===== src/rtl/imem_dmem_arbiter.sv =====
// Arbiter sharing one synchronous-read unified memory between the fetch port and the data port.
// Data wins contention; fetch is forced through after STARVE_LIMIT consecutive contended data grants.
module imem_dmem_arbiter #(
  parameter int ADDR_W       = 6,
  parameter int DATA_W       = 32,
  parameter int STARVE_LIMIT = 4
) (
  input  logic              clk,
  input  logic              rst,
  input  logic              if_req,
  input  logic [ADDR_W-1:0] if_addr,
  output logic              if_gnt,
  output logic              if_rvalid,
  output logic [DATA_W-1:0] if_rdata,
  input  logic              d_req,
  input  logic              d_we,
  input  logic [ADDR_W-1:0] d_addr,
  input  logic [DATA_W-1:0] d_wdata,
  input  logic [3:0]        d_be,
  output logic              d_gnt,
  output logic              d_rvalid,
  output logic [DATA_W-1:0] d_rdata,
  output logic              mem_en,
  output logic              mem_we,
  output logic [ADDR_W-1:0] mem_addr,
  output logic [DATA_W-1:0] mem_wdata,
  output logic [3:0]        mem_be,
  input  logic [DATA_W-1:0] mem_rdata
);

  localparam logic [1:0] ST_NONE  = 2'd0;
  localparam logic [1:0] ST_FETCH = 2'd1;
  localparam logic [1:0] ST_DATA  = 2'd2;
  localparam logic [3:0] LIMIT    = 4'(STARVE_LIMIT);

  logic [1:0]        r_owner;
  logic              r_is_store;
  logic [3:0]        r_starve_cnt;
  logic [DATA_W-1:0] r_if_rdata_q;
  logic [DATA_W-1:0] r_d_rdata_q;
  logic              w_if_gnt;
  logic              w_d_gnt;

  // Grant selection: data first unless fetch has been starved to the limit.
  always_comb begin
    w_if_gnt = 1'b0;
    w_d_gnt  = 1'b0;
    if (rst) begin
      w_if_gnt = 1'b0;
      w_d_gnt  = 1'b0;
    end else if (d_req && !(if_req && (r_starve_cnt == LIMIT))) begin
      w_d_gnt = 1'b1;
    end else if (if_req) begin
      w_if_gnt = 1'b1;
    end else begin
      w_if_gnt = 1'b0;
      w_d_gnt  = 1'b0;
    end
  end

  // Memory port mux driven from the granted requester.
  always_comb begin
    if_gnt    = w_if_gnt;
    d_gnt     = w_d_gnt;
    mem_en    = w_if_gnt | w_d_gnt;
    mem_we    = w_d_gnt & d_we;
    if (w_d_gnt) begin
      mem_addr  = d_addr;
      mem_wdata = d_wdata;
      mem_be    = d_be;
    end else begin
      mem_addr  = if_addr;
      mem_wdata = {DATA_W{1'b0}};
      mem_be    = 4'b0000;
    end
  end

  // Owner of the in-flight access, starvation counter and held read data.
  always_ff @(posedge clk or posedge rst) begin
    if (rst) begin
      r_owner      <= ST_NONE;
      r_is_store   <= 1'b0;
      r_starve_cnt <= 4'd0;
      r_if_rdata_q <= {DATA_W{1'b0}};
      r_d_rdata_q  <= {DATA_W{1'b0}};
    end else begin
      r_owner    <= w_if_gnt ? ST_FETCH : (w_d_gnt ? ST_DATA : ST_NONE);
      r_is_store <= w_d_gnt & d_we;
      if (w_if_gnt || !if_req) begin
        r_starve_cnt <= 4'd0;
      end else if (w_d_gnt && (r_starve_cnt < LIMIT)) begin
        r_starve_cnt <= r_starve_cnt + 4'd1;
      end else begin
        r_starve_cnt <= r_starve_cnt;
      end
      case (r_owner)
        ST_FETCH: r_if_rdata_q <= mem_rdata;
        ST_DATA:  if (!r_is_store) r_d_rdata_q <= mem_rdata;
        default:  r_if_rdata_q <= r_if_rdata_q;
      endcase
    end
  end

  // Response routing: live memory data during a response, held copy otherwise.
  always_comb begin
    if_rvalid = 1'b0;
    d_rvalid  = 1'b0;
    if_rdata  = r_if_rdata_q;
    d_rdata   = r_d_rdata_q;
    case (r_owner)
      ST_FETCH: begin
        if_rvalid = 1'b1;
        if_rdata  = mem_rdata;
      end
      ST_DATA: begin
        d_rvalid = 1'b1;
        d_rdata  = r_is_store ? r_d_rdata_q : mem_rdata;
      end
      default: begin
        if_rvalid = 1'b0;
        d_rvalid  = 1'b0;
      end
    endcase
  end

endmodule


===== config.mk =====
export PLATFORM = sky130hd
export DESIGN_NAME = imem_dmem_arbiter
export DESIGN_NICKNAME = d
export VERILOG_FILES = /design/src/rtl/imem_dmem_arbiter.sv
export SDC_FILE = /design/constraint.sdc
export NUM_CORES = 1
export LEC_CHECK = 0
export ABC_CLOCK_PERIOD_IN_PS = 6300
export CORE_MARGIN = 5
export CORE_UTILIZATION = 35
export DETAILED_ROUTE_END_ITERATION = 12
export GPL_ROUTABILITY_DRIVEN = 0
export GPL_TIMING_DRIVEN = 0
export PLACE_DENSITY = 0.81
export SLEW_MARGIN = 0
export SYNTH_ARGS = -nofsm -noshare
export SYNTH_HDL_FRONTEND = slang
export SYNTH_SLANG_ARGS = --single-unit

===== constraint.sdc =====
create_clock -name clk -period 6.3 [get_ports clk]
set_input_delay 1.26 -clock clk [delete_from_list [all_inputs] [get_ports clk]]
set_output_delay 1.26 -clock clk [all_outputs]
set_load 0.02 [all_outputs]

=== Word level (Yosys, flattened, before mapping) ===
Index checks and enable logic that the tools add are counted.

* Add/sub/neg operators: 1
* Order comparisons: 1
* Eq/ne operators: 3
* Mux-type cells: 17
* Bitwise operators: 2
* Reductions and logical operators: 7

{| class="wikitable"
|+ Operators by type and width
! cell !! number
|-
| $mux 32 || 4
|-
| $mux 4 || 3
|-
| $mux 1 || 7
|-
| $mux 6 || 1
|-
| $add 4x1->4 const B || 1
|-
| $eq 4x3->1 const B || 1
|-
| $lt 4x3->1 const B || 1
|-
| $mux 2 || 2
|-
| $logic_and 1x1->1 || 3
|-
| $eq 2x1->1 const B || 1
|-
| $eq 2x2->1 const B || 1
|-
| $logic_not 1->1 || 2
|-
| $reduce_bool 2->1 || 1
|-
| $and 1x1->1 || 1
|-
| $logic_or 1x1->1 || 1
|-
| $or 1x1->1 || 1
|}

* Register bits: 71
* Bits of input ports: 85
* Output and inout port bits: 112
* Logic and storage cells: 36

=== Longest topological paths before layout ===
* Depth after elaboration: 9
* Depth in mapped cells: 7
* Depth with buffers taken out: 5

=== Worst setup path after synthesis ===
Ideal clock, no wire load.

* Path type: input-to-output
* Start: input rst
* End: output mem_wdata[18]
* Data arrival time: 3.866 ns
* Data required time: 5.040 ns
* Setup slack: 1.174 ns
* Stages: 5
* Path buffers: 2
* Path through: inv_1 o211a_1 buf_6 clkbuf_1 and2_1

* Cells in the longest elaborated chain, start to end: 2

{| class="wikitable"
|+ RTL lines
! what !! line !! source
|-
| start: declaration || 9 || <nowiki>input logic rst,</nowiki>
|-
| $mux 1 || 48 || <nowiki>if (rst) begin</nowiki>
|-
| net d_gnt || 20 || <nowiki>output logic d_gnt,</nowiki>
|-
| $mux 32 || 67 || <nowiki>if (w_d_gnt) begin</nowiki>
|-
| end: declaration || 26 || <nowiki>output logic [DATA_W-1:0] mem_wdata,</nowiki>
|}

The timed path passes the listed nets, and every way through them passes these cells.

=== Worst setup path after layout ===
* Start: input rst
* End: output mem_wdata[2]

* Cells in the longest elaborated chain, start to end: 2

{| class="wikitable"
|+ RTL lines
! what !! line
|-
| $mux 1 || 48
|-
| $mux 32 || 67
|}

No other way between the ends.

==> impl_metrics.env <==
export IMPL_ys_async_sr_fraction=1.00
export IMPL_crit_path_max_fanout=74
export IMPL_drt_first_iter_violations=69
export IMPL_avgRoutedWirePerCell_microns=16.8
export IMPL_area_growth_pct=74.9
export IMPL_synthMuxAreaShare=0.263
export IMPL_power_leakage_nw=2.21
export IMPL_syn_area_per_cell_sq_um=14.1
export IMPL_syn_cell_area_sq_um=3070
export IMPL_drive_gt1_frac=0.221
export IMPL_finalWorstSetupSlack_ps=1050
export IMPL_rsz0062_at_grt="no"
export IMPL_cts_buffers=9
export IMPL_min_period_ps=5250
export IMPL_cts_tree="built"
export IMPL_drc=0
export IMPL_rows=34
export IMPL_timing_fmax_mhz=190
export IMPL_die_h_microns=104
export IMPL_grt_pass1_wl_mm=14.2
export IMPL_finalCritPeriodShare=0.834
export IMPL_synthAdderAreaFrac=0.00816
export IMPL_status="finished clean"
export IMPL_syn_nets=304
export IMPL_cts_sinks=71
export IMPL_fin_tns_setup_ps=0
export IMPL_dp_hpwl_mm=7.31
export IMPL_final_cell_mix="clkdlybuf4s50_1 (196), dfrtp_1 (71), mux2_2 (67)"
export IMPL_synth_top_family_by_area="multiplexers"
export IMPL_grt_total_usage=0.166
export IMPL_final_nets=511
export IMPL_vias=2427
export IMPL_peakVddDrop_v=0.000108
export IMPL_power_density_nw_per_um2=271
export IMPL_yosysWarningCount=0
export IMPL_clk_pin_slew_ps=90
export IMPL_worst_slew_pin_slew_ps=872
export IMPL_hold_viol_final=0
export IMPL_syn_inst=217
export IMPL_antenna_found_initial=0
export IMPL_cts_hold_buf=0
export IMPL_cts_resized=0
export IMPL_mostFrequentLayoutCell="clkdlybuf4s50_1"
export IMPL_clk_latency_ps=340
export IMPL_dp_slack_ps=967
export IMPL_cts_buffer_depth=2
export IMPL_io_pins=197
export IMPL_drt_total_wl_mm=9.01
export IMPL_critPathCaptureType="output pin"
export IMPL_r2r_setup_slack_ps=4690
export IMPL_antennaDiodeCount=0
export IMPL_cts_max_level=3
export IMPL_maxCapViolCount=0
export IMPL_synth_edff_count=0
export IMPL_synth_simple_gate_area_share=0.100
export IMPL_antenna_left=0
export IMPL_grt_pass1_vias=2746
export IMPL_initial_core_util=0.355
export IMPL_dr_pass1_iters=4
export IMPL_crit_arrival_ps=3990
export IMPL_critPathLaunch="rst"
export IMPL_crit_type="input pin to output pin"
export IMPL_setup_viol=0
export IMPL_synthXorXnorAreaFrac=0.00286
export IMPL_crit_path_start_kind="input pin"
export IMPL_die_area_sq_um=10700
export IMPL_postCtsSetupRepairBufs=0
export IMPL_r2r_start="r_owner[1]"
export IMPL_synth_compound_area_share=0.0139
export IMPL_synth_seq_area_share=0.580
export IMPL_grt_overflow=0
export IMPL_grt_max_degree=75
export IMPL_reg2regPathDepth=4
export IMPL_synth_seq_cells=71
export IMPL_io_buffers=196
export IMPL_synth_main_ff_cell="dfrtp_1"
export IMPL_post_route_util=0.621
export IMPL_cp_required_ps=5040
export IMPL_endpoint="mem_wdata[2]"
export IMPL_finClkSkew_ps=14.5
export IMPL_slew_viol_final=0
export IMPL_viasPerCell=4.52
export IMPL_design_core_area_sq_um=8640
export IMPL_r2r_end="r_if_rdata_q[18]"
export IMPL_hold_class="flip-flop to flip-flop"
export IMPL_synth_cell_type_count=22
export IMPL_root_buffer="clkbuf_8"
export IMPL_slew_headroom=0.419
export IMPL_die_w_microns=104
-- state kept, by name, summed over array words and instances, names as in the netlist --
signal / count
r_d_rdata_q: 32
r_if_rdata_q: 32
r_starve_cnt: 4
r_owner: 2
r_is_store: 1
-- synth_stat cells, types with 2 or more instances --
cell	count	share of area
buf_6	2	0.0073
ha_1	2	0.0082
mux2_2	67	0.25
buf_4	3	0.0073
dfrtp_1	71	0.58
nor2_1	6	0.0073
o211a_1	2	0.0065
inv_1	5	0.0061
mux2_4	2	0.0098
clkbuf_1	4	0.0049
buf_2	3	0.0049
and2_1	38	0.078
nor2b_1	3	0.0061
-- how the worst min path moves through the flow --
stage	from	to	slack [ps]	cells after the start
6_report	r_d_rdata_q[6]	r_d_rdata_q[6]	490	1
5_1_grt	r_if_rdata_q[17]	r_if_rdata_q[17]	510	1
4_1_cts	r_d_rdata_q[6]	r_d_rdata_q[6]	490	1
3_5_place_dp	r_d_rdata_q[6]	r_d_rdata_q[6]	470	1
3_3_place_gp	r_d_rdata_q[6]	r_d_rdata_q[6]	470	1
2_1_floorplan	r_starve_cnt[3]	r_starve_cnt[3]	510	2
-- power breakdown --
group,switching [mW],internal (mW),leakage [nW]
sequential,0.0207,0.538,0.852
clock,0.173,0.185,0.0968
combinational,0.250,0.286,1.26
-- cell type report --
| cell class | instances | area, sq um |
|---|---|---|
| fill | 700 | 3270 |
| timing repair buffer | 196 | 1960 |
| sequential | 71 | 1780 |
| multi-input combinational | 128 | 1190 |
| tap | 108 | 135 |
| clock buffer | 10 | 128 |
| buffer | 13 | 80.1 |
| clock inverter | 6 | 68.8 |
| inverter | 5 | 21.3 |
-- through the flow --
step                      cells  power, mW  hold WS (ps)  cell area (sq um)
after floorplan             217      0.829           509               3070
after global placement      521       1.10           466               5160
after detailed placement    521       1.11           472               5160
after CTS                   537       1.47           492               5360
after global routing        537       1.52           509               5360
final                       537       1.45           490               5360
-- kinds of logic (layout without fill, tap and decap cells) --
| kind of cell | Yosys count | after routing |
|---|---|---|
| buf+inv | 18 | 230 |
| xor+xnor | 1 | 1 |
| mux | 71 | 71 |
| fa+ha+maj | 2 | 2 |
| simple gates | 49 | 49 |
| compound gates | 5 | 5 |
| flops | 71 | 71 |
-- critical path, stage by stage --
cell and delay (ps):
clkdlybuf4s50_1 520, inv_4 680, o211a_1 280, buf_6 140, clkbuf_1 280, and2_1 180, clkdlybuf4s50_1 640
-- metal layers --
metal | vias up | wire length [microns] | GRT usage
met1 | 1157 | 3130 | 0.160
met5 | - | 0 | 0
met2 | 120 | 4860 | 0.311
met3 | 11 | 862 | 0.0672
li1 | 1139 | - | -
met4 | 0 | 154 | 0.0628
Note: power is estimated with default switching activity, not from simulation.
